===== src/rtl/u_seqdiv.sv =====
// Multicycle unsigned restoring divider: 2N-bit dividend / N-bit divisor, one quotient bit per clock.
// Define U_SEQDIV_EARLY_EXIT_EN to bypass the CALC phase for divide-by-zero and overflow operands.
module u_seqdiv #(
    parameter int N = 8
) (
    input  logic           clk,
    input  logic           rst,
    input  logic           in_valid,
    output logic           in_ready,
    input  logic [2*N-1:0] dividend,
    input  logic [N-1:0]   divisor,
    output logic           out_valid,
    input  logic           out_ready,
    output logic [N-1:0]   quotient,
    output logic [N-1:0]   remainder,
    output logic           div_by_zero,
    output logic           overflow
);

    localparam int CW = $clog2(N);

    typedef enum logic [1:0] {IDLE, CALC, DONE} state_t;

    state_t        state;
    logic [N:0]    rem_r;
    logic [N-1:0]  quo_r;
    logic [N-1:0]  dvs_r;
    logic [N-1:0]  lo_r;
    logic          dbz_r;
    logic          ovf_r;
    logic [CW-1:0] count;

    logic          acc_dbz;
    logic          acc_ovf;
    logic          early;
    logic [N:0]    trial;
    logic          qbit;
    logic [N:0]    rem_nxt;
    logic [N-1:0]  quo_nxt;
    logic [N-1:0]  res_q;
    logic [N-1:0]  res_r;

    always_comb begin
        acc_dbz = (divisor == '0);
        acc_ovf = !acc_dbz && (dividend[2*N-1:N] >= divisor);
`ifdef U_SEQDIV_EARLY_EXIT_EN
        early   = acc_dbz || acc_ovf;
`else
        early   = 1'b0;
`endif
    end

    // One restoring step: shift in the next dividend bit, subtract if it fits.
    always_comb begin
        trial   = {rem_r[N-1:0], quo_r[N-1]};
        qbit    = (trial >= {1'b0, dvs_r});
        rem_nxt = qbit ? (trial - {1'b0, dvs_r}) : trial;
        quo_nxt = {quo_r[N-2:0], qbit};
    end

    // Exceptional operands override whatever the iteration produced.
    always_comb begin
        res_q = (dbz_r || ovf_r) ? '1 : quo_nxt;
        if (dbz_r)
            res_r = lo_r;
        else if (ovf_r)
            res_r = '0;
        else
            res_r = rem_nxt[N-1:0];
    end

    always_ff @(posedge clk) begin
        if (rst) begin
            state       <= IDLE;
            in_ready    <= 1'b1;
            out_valid   <= 1'b0;
            quotient    <= '0;
            remainder   <= '0;
            div_by_zero <= 1'b0;
            overflow    <= 1'b0;
            count       <= '0;
            rem_r       <= '0;
            quo_r       <= '0;
            dvs_r       <= '0;
            lo_r        <= '0;
            dbz_r       <= 1'b0;
            ovf_r       <= 1'b0;
        end else begin
            case (state)
                IDLE: begin
                    if (in_valid && in_ready) begin
                        dvs_r    <= divisor;
                        lo_r     <= dividend[N-1:0];
                        dbz_r    <= acc_dbz;
                        ovf_r    <= acc_ovf;
                        rem_r    <= {1'b0, dividend[2*N-1:N]};
                        quo_r    <= dividend[N-1:0];
                        count    <= '0;
                        in_ready <= 1'b0;
                        state    <= early ? DONE : CALC;
                    end
                end
                CALC: begin
                    rem_r <= rem_nxt;
                    quo_r <= quo_nxt;
                    count <= count + CW'(1);
                    if (count == CW'(N - 1)) begin
                        state       <= DONE;
                        out_valid   <= 1'b1;
                        quotient    <= res_q;
                        remainder   <= res_r;
                        div_by_zero <= dbz_r;
                        overflow    <= ovf_r;
                    end
                end
                DONE: begin
                    // Early-exit entry arrives with out_valid low; publish the forced result first.
                    if (!out_valid) begin
                        out_valid   <= 1'b1;
                        quotient    <= res_q;
                        remainder   <= res_r;
                        div_by_zero <= dbz_r;
                        overflow    <= ovf_r;
                    end else if (out_ready) begin
                        state       <= IDLE;
                        out_valid   <= 1'b0;
                        in_ready    <= 1'b1;
                        div_by_zero <= 1'b0;
                        overflow    <= 1'b0;
                        dbz_r       <= 1'b0;
                        ovf_r       <= 1'b0;
                    end
                end
                default: begin
                    state     <= IDLE;
                    in_ready  <= 1'b1;
                    out_valid <= 1'b0;
                end
            endcase
        end
    end

endmodule


===== config.mk =====
export PLATFORM = sky130hd
export DESIGN_NAME = u_seqdiv
export DESIGN_NICKNAME = d
export VERILOG_FILES = /design/src/rtl/u_seqdiv.sv
export SDC_FILE = /design/constraint.sdc
export NUM_CORES = 1
export LEC_CHECK = 0
export CAP_MARGIN = 20
export CORE_AREA = 2 2 92 94
export CTS_BUF_LIST = sky130_fd_sc_hd__clkbuf_2 sky130_fd_sc_hd__clkbuf_4 sky130_fd_sc_hd__clkbuf_8
export CTS_CLUSTER_DIAMETER = 120
export DETAILED_ROUTE_END_ITERATION = 8
export DIE_AREA = 0 0 94 96
export PLACE_DENSITY_LB_ADDON = 0.25
export SYNTH_ARGS = -nofsm -noshare
export SYNTH_HDL_FRONTEND = slang
export SYNTH_SLANG_ARGS = --single-unit

===== constraint.sdc =====
create_clock -name clk -period 3.22 [get_ports clk]
set_input_delay 0.805 -clock clk [delete_from_list [all_inputs] [get_ports clk]]
set_output_delay 0.805 -clock clk [all_outputs]
set_load 0.02 [all_outputs]

==> impl_metrics.env <==
export IMPL_setup_viol=0
export IMPL_overflow=0
export IMPL_synth_area_per_cell_um2=7.92
export IMPL_cp_cell_sequence="inv_1, ha_1, mux2i_1, a21oi_1, buf_4, nor2_1, a311oi_1"
export IMPL_hold_depth=2
export IMPL_status="completed"
export IMPL_antenna_cells=0
export IMPL_cts_inserted_buffers=9
export IMPL_ir_drop_mv=0.272
export IMPL_placed_cell_area_um2=3960
export IMPL_grt_max_degree=42
export IMPL_finalCritPeriodShare_pct=75.0
export IMPL_grt_use_total_pct=22.3
export IMPL_clkLatencyLatePin_ps=330
export IMPL_die_h_um=96
export IMPL_start_util_pct=42.6
export IMPL_netlist_instances=433
export IMPL_power_per_cell_area_nw_per_um2=515
export IMPL_skew_ps=6.36
export IMPL_post_drt_wl_per_cell_um=16.6
export IMPL_regArea_um2=1180
export IMPL_worstSetupEndpointType="flop"
export IMPL_crit_arrival_ps=2660
export IMPL_portBuffers=47
export IMPL_cts_setup_buffers=0
export IMPL_fmax_mhz=414
export IMPL_multi_input_area_um2=2020
export IMPL_fin_crit_ps=2410
export IMPL_worst_pin_slew_ps=829
export IMPL_fin_tns_setup_ps=0
export IMPL_r2r_cells=7
export IMPL_hold_path_class="flop to flop"
export IMPL_syn_nets=483
export IMPL_antenna_found_initial=0
export IMPL_synth_fa_ha_area_share_pct=8.25
export IMPL_netlist_top_cells_count="nand2_1, dfxtp_1, a21oi_1, nor2_1, nor3_1"
export IMPL_grt_pass1_vias=3188
export IMPL_ys_types=62
export IMPL_synth_area_top_cells="dfxtp_1, ha_1, nand2_1, a21oi_1, nor3_1"
export IMPL_synth_compound_area_share_pct=22.9
export IMPL_ant_nets=0
export IMPL_synth_edf_count=0
export IMPL_post_cts_resized=0
export IMPL_drive_gt1_share_pct=7.11
export IMPL_netlist_area_um2=3430
export IMPL_critPathSlowestCell="a21oi_1"
export IMPL_avgViaCountPerCell=5.76
export IMPL_drt_iter0_drc=307
export IMPL_via_count=3358
export IMPL_maxCapViolCount=0
export IMPL_ys_async_sr_fraction_pct=0
export IMPL_synthToLayoutAreaGrowth_pct=20.2
export IMPL_yosys_cell_count_top_type="nand2_1"
export IMPL_synth_seq_area_share_pct=34.4
export IMPL_yosys_area_share_simple_pct=23.8
export IMPL_p_leak_nw=1.53
export IMPL_startpoint_type="flop"
export IMPL_max_slew_margin_pct=44.7
export IMPL_grt_pass1_wl_um=15700
export IMPL_power_mw=2.12
export IMPL_cp_slowest_stage_delay_ps=690
export IMPL_clkTransAtPathRegs_ps=70
export IMPL_fin_area_um2=4120
export IMPL_wirelength_um=9670
export IMPL_nets=523
export IMPL_path_max_fanout=11
export IMPL_grt_setup_unrepaired="false"
export IMPL_critPathKind="flop to flop"
export IMPL_synth_xor_area_share_pct=1.28
export IMPL_dp_hpwl_um=7270
export IMPL_post_synth_top_area_fraction_pct=34.4
export IMPL_core_area_um2=8050
export IMPL_maxSlewViolCount=0
export IMPL_ys_flop_type="dfxtp_1"
export IMPL_rows=33
export IMPL_num_fill_cells=807
export IMPL_htree_levels=3
export IMPL_synth_top_cell_by_area="dfxtp_1"
export IMPL_clk_path_buf_depth=2
export IMPL_root_buffer="clkbuf_8"
export IMPL_place_congestion=0.873
export IMPL_synth_top_family_by_area="simple AND/OR/NAND/NOR gates"
export IMPL_die_width_um=94
export IMPL_critical_path_required_ps=3470
export IMPL_cts_sinks=59
export IMPL_drc_errors=0
export IMPL_ios=48
export IMPL_hold_violations=0
export IMPL_dieArea_um2=9020
export IMPL_synth_seq_cells=59
export IMPL_ys_warn_count=0
export IMPL_cts_tree="built"
export IMPL_muxShareOfSynthArea_pct=2.77
export IMPL_postCtsHoldBufs=0
export IMPL_dr_pass1_iters=5
## critical path, delay by kind of cell (launching register included)
| family | cells | cell delay (ps) |
|---|---|---|
| AO/OA/AOI/OAI | 2 | 910 |
| adder cells (fa/ha/maj) | 1 | 420 |
| buffers and inverters | 2 | 410 |
| flip-flops | 1 | 310 |
| multiplexers | 1 | 210 |
| AND/OR/NAND/NOR | 1 | 60 |
## flip-flops by register name, summed over array words and instances, names as in the netlist
signal	cells
count	3
dbz_r	1
div_by_zero	1
dvs_r	8
in_ready	1
lo_r	8
out_valid	1
overflow	1
ovf_r	1
quo_r	8
quotient	8
rem_r	8
remainder	8
state	2
## layout make-up
type	count	share of cell area [%]
inverter	25	2.28
sequential	59	28.6
tap	105	3.19
multi-input combinational	323	49.1
clock buffer	11	3.37
clock inverter	5	0.728
timing repair buffer	55	12.7
## cells in the final DEF, fill, tap and decap left out, types with 9 or more instances in the layout
cell type | synthesis | final
clkbuf_8 | 0 | 9
inv_1 | 25 | 25
nor3_1 | 31 | 31
clkdlybuf4s50_1 | 0 | 46
ha_1 | 21 | 21
nand3_1 | 11 | 11
a21oi_1 | 41 | 41
nor2_1 | 36 | 36
a211oi_1 | 9 | 9
dfxtp_1 | 59 | 59
nand2_1 | 60 | 60
## worst paths after layout
kind         startpoint           to  slack [ps]
max            state[0]  quotient[0]         810
min             lo_r[5]      lo_r[5]         460
max reg2reg    state[0]  quotient[0]         810
min reg2reg     lo_r[5]      lo_r[5]         460
## metrics by stage
step	utilization, %	std cells	setup slack (ps)	hold WS (ps)
detailed placement	49.1	567	564	448
CTS	51.2	583	873	458
floorplan	-	433	1260	432
finish	51.2	583	806	456
global route	51.2	583	608	473
global placement	49.1	567	613	442
## where the power goes
group | leakage (nW) | internal, mW | switching (mW)
Combinational | 0.967 | 0.253 | 0.449
Clock | 0.0859 | 0.292 | 0.293
Sequential | 0.481 | 0.783 | 0.0539
Total | 1.53 | 1.33 | 0.796
## routing by layer
layer	wire (um)	part of all wire (%)	vias up	track usage, %
met5	0	0	-	0
met2	4330	45	127	35.5
li1	-	-	1647	-
met1	4600	48	1572	30.5
met4	106	1.1	0	4.95
met3	630	6.5	12	5.87
## cell families after synthesis
logic type,Yosys count
adders and majority gates,22
buffers and inverters,51
AOI/OAI and AO/OA,113
xor gates and xnor gates,5
DFF,59
and+or+nand+nor,174
muxes,9
Power figures use the tool's default switching activity.
==> variant 1, RTL diff (same settings) <==
The 3 states of `state_t` get a one-hot encoding in 3 bits.
--- a/src/rtl/u_seqdiv.sv
+++ b/src/rtl/u_seqdiv.sv
@@ -19,7 +19,7 @@
 
     localparam int CW = $clog2(N);
 
-    typedef enum logic [1:0] {IDLE, CALC, DONE} state_t;
+    typedef enum logic [2:0] {IDLE = 3'b001, CALC = 3'b010, DONE = 3'b100} state_t;
 
     state_t        state;
     logic [N:0]    rem_r;
Formal check against the unedited RTL: same outputs for any inputs over 4 cycles, from zero or initial values and one cycle with rst high; so few cycles prove little.
==> variant 1 against the original RTL <==
  * Power is 41% higher
  * Synthesized area down 5.6%
  * Routed wire length down 15%
  * Sequential cell count is 1 higher
  * Fmax down 3.9%
  * Combinational power up 85%
  * Setup slack lost 0.098 ns
  * Clock power increased by 19%
  * Design area down 3.2%
  * Non-clock buffer count down 1
==> variant 1: results (changes against the original RTL) <==
| Metric | Value |
|---|---|
| Status | `finished clean` |
| Pwr per Cell Area | `748.1 mW/mm^2 (+45%)` |
| Final net count | `504 (-3.6%)` |
| Global-route wire length before repair | `13970 microns (-11%)` |
| Initial antenna violation count | `0 (unchanged)` |
| Largest net degree at the start of global routing | `39 (-7.1%)` |
| CP Max Fanout | `24 (+13)` |
| Seq/Total Area, Yosys | `0.3711 (+0.02669)` |
| Crit path largest cell delay | `0.66 ns (-0.03 ns)` |
| Max_slew headroom | `0.4633 (+0.01612)` |
| GRT Resource Usage Total | `0.1986 (-0.02436)` |
| Gpl congestion | `0.8694 (-0.38%)` |
| WP data arrival | `2.75 ns (+0.09 ns)` |
| Area contributors post-synth | `dfxtp_1 (37%), nand2_1 (8.7%), ha_1 (7.0%)` |
| Worst path slowest cell | `o21a_1` |
| DRT iter0 DRCs | `179 (-42%)` |
| Yosys cell types | `50 (-19%)` |
| # diodes | `0 (unchanged)` |
| Fillers | `816 (+1.1%)` |
| Pleak | `1.512 nW (-1.5%)` |
| Syn nets | `465 (-3.7%)` |
| Final clock skew | `0.01072 ns (+0.004356 ns)` |
| Peak supply drop | `0.3885 mV (+43%)` |
| Async SR Flop Fraction | `0 (unchanged)` |
| Drt first pass iters | `4 (-1)` |
| Synth cell count leaders | `nand2_1 (75), dfxtp_1 (60), nor2_1 (38), a21oi_1 (37), clkbuf_1 (22)` |
| Overall routed net length | `8226 microns (-15%)` |
| Clk slew on worst S/H paths | `0.07 ns (about the same)` |
| Vias per inst | `5.372 (-6.7%)` |
| Pre-CTS setup slack | `0.6068 ns (+0.04323 ns)` |
| Final HPWL DP | `5961 microns (-18%)` |
| Vias in the first global route | `2919 (-8.4%)` |
| Fraction of layout cells with a size suffix above 1 | `0.06926 (-0.001866)` |
-- variant 1: changes by cell type in the layout (fill, tap and decap cells not counted), moves of 5 or more --
cell,unedited run,this run
nor2b_1,0,5
nor3_1,31,12
nand2_1,60,75
nand4b_1,2,8
inv_1,25,20
-- variant 1: area by class of cell --
cell class	count	area share
multi-input combinational	312	0.4673
sequential	60	0.3008
timing repair buffer	54	0.1297
clock buffer	10	0.03447
tap	105	0.03291
inverter	20	0.01880
clock inverter	6	0.01598
-- variant 1: worst paths after layout --
path	startpoint	to	slack, ns	depth (start not counted)
worst min register to register	dvs_r[2]	dvs_r[2]	0.46	2
worst max-delay path	rem_r[3]	rem_r[6]	0.71	6
worst min-delay path	dvs_r[2]	dvs_r[2]	0.46	2
worst max register to register	rem_r[3]	rem_r[6]	0.71	6
-- variant 1: cell families (layout without fill, tap and decap cells) --
| group | Yosys count | after routing | share of synthesized area |
|---|---|---|---|
| buf+inv | 46 | 90 | 0.05412 |
| mux | 4 | 4 | 0.01237 |
| flops | 60 | 60 | 0.3711 |
| fa+ha+maj | 19 | 19 | 0.07576 |
| xor+xnor | 5 | 5 | 0.01353 |
| compound gates | 97 | 97 | 0.1975 |
| simple gates | 187 | 187 | 0.2756 |
-- variant 1: worst register-to-register path, stage by stage, from the launching register on --
cell and delay, ns:
dfxtp_1 0.35, ha_1 0.37, a21oi_1 0.35, o211a_1 0.21, o21a_1 0.66, nor2_1 0.11, a221o_1 0.36
-- variant 1: through the flow --
step                cell area (sq um)  hold WS [ns]  cells
CTS                              3993        0.4558    567
detailed placement               3791        0.4468    551
floorplan                        3237        0.4363    418
global placement                 3791        0.4446    551
global route                     3993        0.4757    567
finish                           3993        0.4554    567
-- variant 1: where the power goes --
part	switching [W]	internal, W
Combinational	0.000819	0.000480
Clock	0.000318	0.000377
Sequential	0.000122	0.000871
-- variant 1: per-layer routing --
metal,GRT usage,vias to the layer above,part of all wire
met2,0.3327,79,0.47
met1,0.2540,1398,0.47
met4,0.09541,0,0.014
met3,0.02584,11,0.045
met5,0,-,0
li1,-,1558,-
==> variant 2, RTL diff (config.mk and constraints unchanged) <==
Made on the original files. `N`: 8 -> 4.
--- a/src/rtl/u_seqdiv.sv
+++ b/src/rtl/u_seqdiv.sv
@@ -1,7 +1,7 @@
 // Multicycle unsigned restoring divider: 2N-bit dividend / N-bit divisor, one quotient bit per clock.
 // Define U_SEQDIV_EARLY_EXIT_EN to bypass the CALC phase for divide-by-zero and overflow operands.
 module u_seqdiv #(
-    parameter int N = 8
+    parameter int N = 4
 ) (
     input  logic           clk,
     input  logic           rst,
Interface: changed (resized dividend, divisor, quotient and remainder); port bits go from 48 to 28. The function was not compared with the original's and may differ.
==> variant 2 against the original RTL <==
  * Setup slack better by 0.22 ns
  * Combinational power is 40% lower
  * Routed wire length is 52% lower
  * Synthesized area is 44% lower
  * Cell count is 38% lower
  * First-iteration DRC count is 74% lower
  * Critical endpoint is now rem_r[3]
  * Power is 40% lower
  * Design area is 42% lower
  * Critical path depth is 2 lower
  * Highest routed layer unchanged
  * Sequential cell count is 25 lower
==> variant 2: results (changes against the original RTL) <==
| Metric | Value |
|---|---|
| Fraction of layout cells with a size suffix above 1 | `0.1260 (+0.05485)` |
| Gpl congestion | `0.7842 (-10%)` |
| Area contributors post-synth | `dfxtp_1 (35%), ha_1 (7.8%), nand2_1 (6.2%)` |
| Avg WL per Cell | `13.02 microns (-21%)` |
| GRT Resource Usage Total | `0.1127 (-0.1103)` |
| Final net count | `282 (-46%)` |
| Global-route wire length before repair | `7872 microns (-50%)` |
| Status | `finished clean` |
| Peak supply drop | `0.1607 mV (-41%)` |
| H-tree Lvls | `2 (-1)` |
| Vias | `1670 (-50%)` |
| Placement Cell Area | `0.002300 sq mm (-42%)` |
| Drt first pass iters | `4 (-1)` |
| Post_cts resized | `0 (unchanged)` |
| Largest net degree at the start of global routing | `38 (-9.5%)` |
| WP data arrival | `2.39 ns (-0.27 ns)` |
| Syn nets | `255 (-47%)` |
| PortBufs | `27 (-43%)` |
| Int Power | `0.0008519 W (-36%)` |
| Pre-CTS setup slack | `0.7053 ns (+0.1418 ns)` |
| Worst slew pin tran | `0.5612 ns (-0.2681 ns)` |
| Pleak | `0.8986 nW (-41%)` |
| Yosys cell types | `57 (-8.1%)` |
| DRT iter0 DRCs | `81 (-74%)` |
| Seq/Total Area, Yosys | `0.3519 (+0.007476)` |
| Crit path largest cell delay | `0.54 ns (-0.15 ns)` |
| Vias in the first global route | `1609 (-50%)` |
| CTS Buf Count | `5 (-4)` |
| Final HPWL DP | `3507 microns (-52%)` |
| Final clock skew | `0.005348 ns (-0.001013 ns)` |
| CP Max Fanout | `13 (+2)` |
| Skew-Pair Late Insertion Delay | `0.28 ns (-0.05 ns)` |
| Worst path slowest cell | `clkdlybuf4s50_1` |
| Overall routed net length | `4675 microns (-52%)` |
| Syn Inst Count | `226 (-48%)` |
| Cell total after placement | `351 (-38%)` |
variant 2: cell types whose count changed in the layout (fill, tap and decap cells not counted), sizes merged, moves of 7 or more:
cell	before	now
buf	9	2
nor2	37	22
nand2	60	32
ha	21	12
nor3	31	7
a21oi	41	17
dfxtp	59	34
clkdlybuf4s50	46	27
inv	25	15
variant 2: power groups by stage:
stage | sequential [W] | combinational, W | clock [W]
6_report | 0.000494 | 0.000419 | 0.000371
5_1_grt | 0.000501 | 0.000468 | 0.000404
4_1_cts | 0.000495 | 0.000423 | 0.000384
3_5_place_dp | 0.000504 | 0.000422 | 0
3_3_place_gp | 0.000505 | 0.000422 | 0
2_1_floorplan | 0.000514 | 0.000292 | 0
variant 2: final timing paths:
kind,start,to,slack [ns],cells past startpoint
min,lo_r[3],lo_r[3],0.45,2
max reg2reg,state[0],rem_r[3],1.29,6
min reg2reg,lo_r[3],lo_r[3],0.45,2
max,in_valid,rem_r[3],1.03,5
variant 2: cell families (layout without fill, tap and decap cells):
group           after synthesis  after routing  synth area share
flops                        34             34            0.3519
simple gates                 93             93            0.2445
xor+xnor                      2              2          0.009057
compound gates               56             56            0.2303
buf+inv                      24             52           0.05563
mux                           4              4           0.02070
fa+ha+maj                    13             13           0.08797
variant 2: final cells by class:
type                       instances  area [sq um]  share of cell area
clock buffer                       8         110.1             0.04569
multi-input combinational        168          1146              0.4756
inverter                          15         56.30             0.02336
sequential                        34         680.7              0.2825
timing repair buffer              29         285.3              0.1184
tap                              105         131.4             0.05452
variant 2: routing by layer:
metal  track usage  routed length (microns)  vias up  share of wire
li1              -                        -      860              -
met1        0.1497                     2363      770           0.51
met2        0.1804                     2031       36           0.43
met3       0.02976                      237        4          0.051
met4       0.03261                       42        0         0.0090
met5             0                        0        -              0
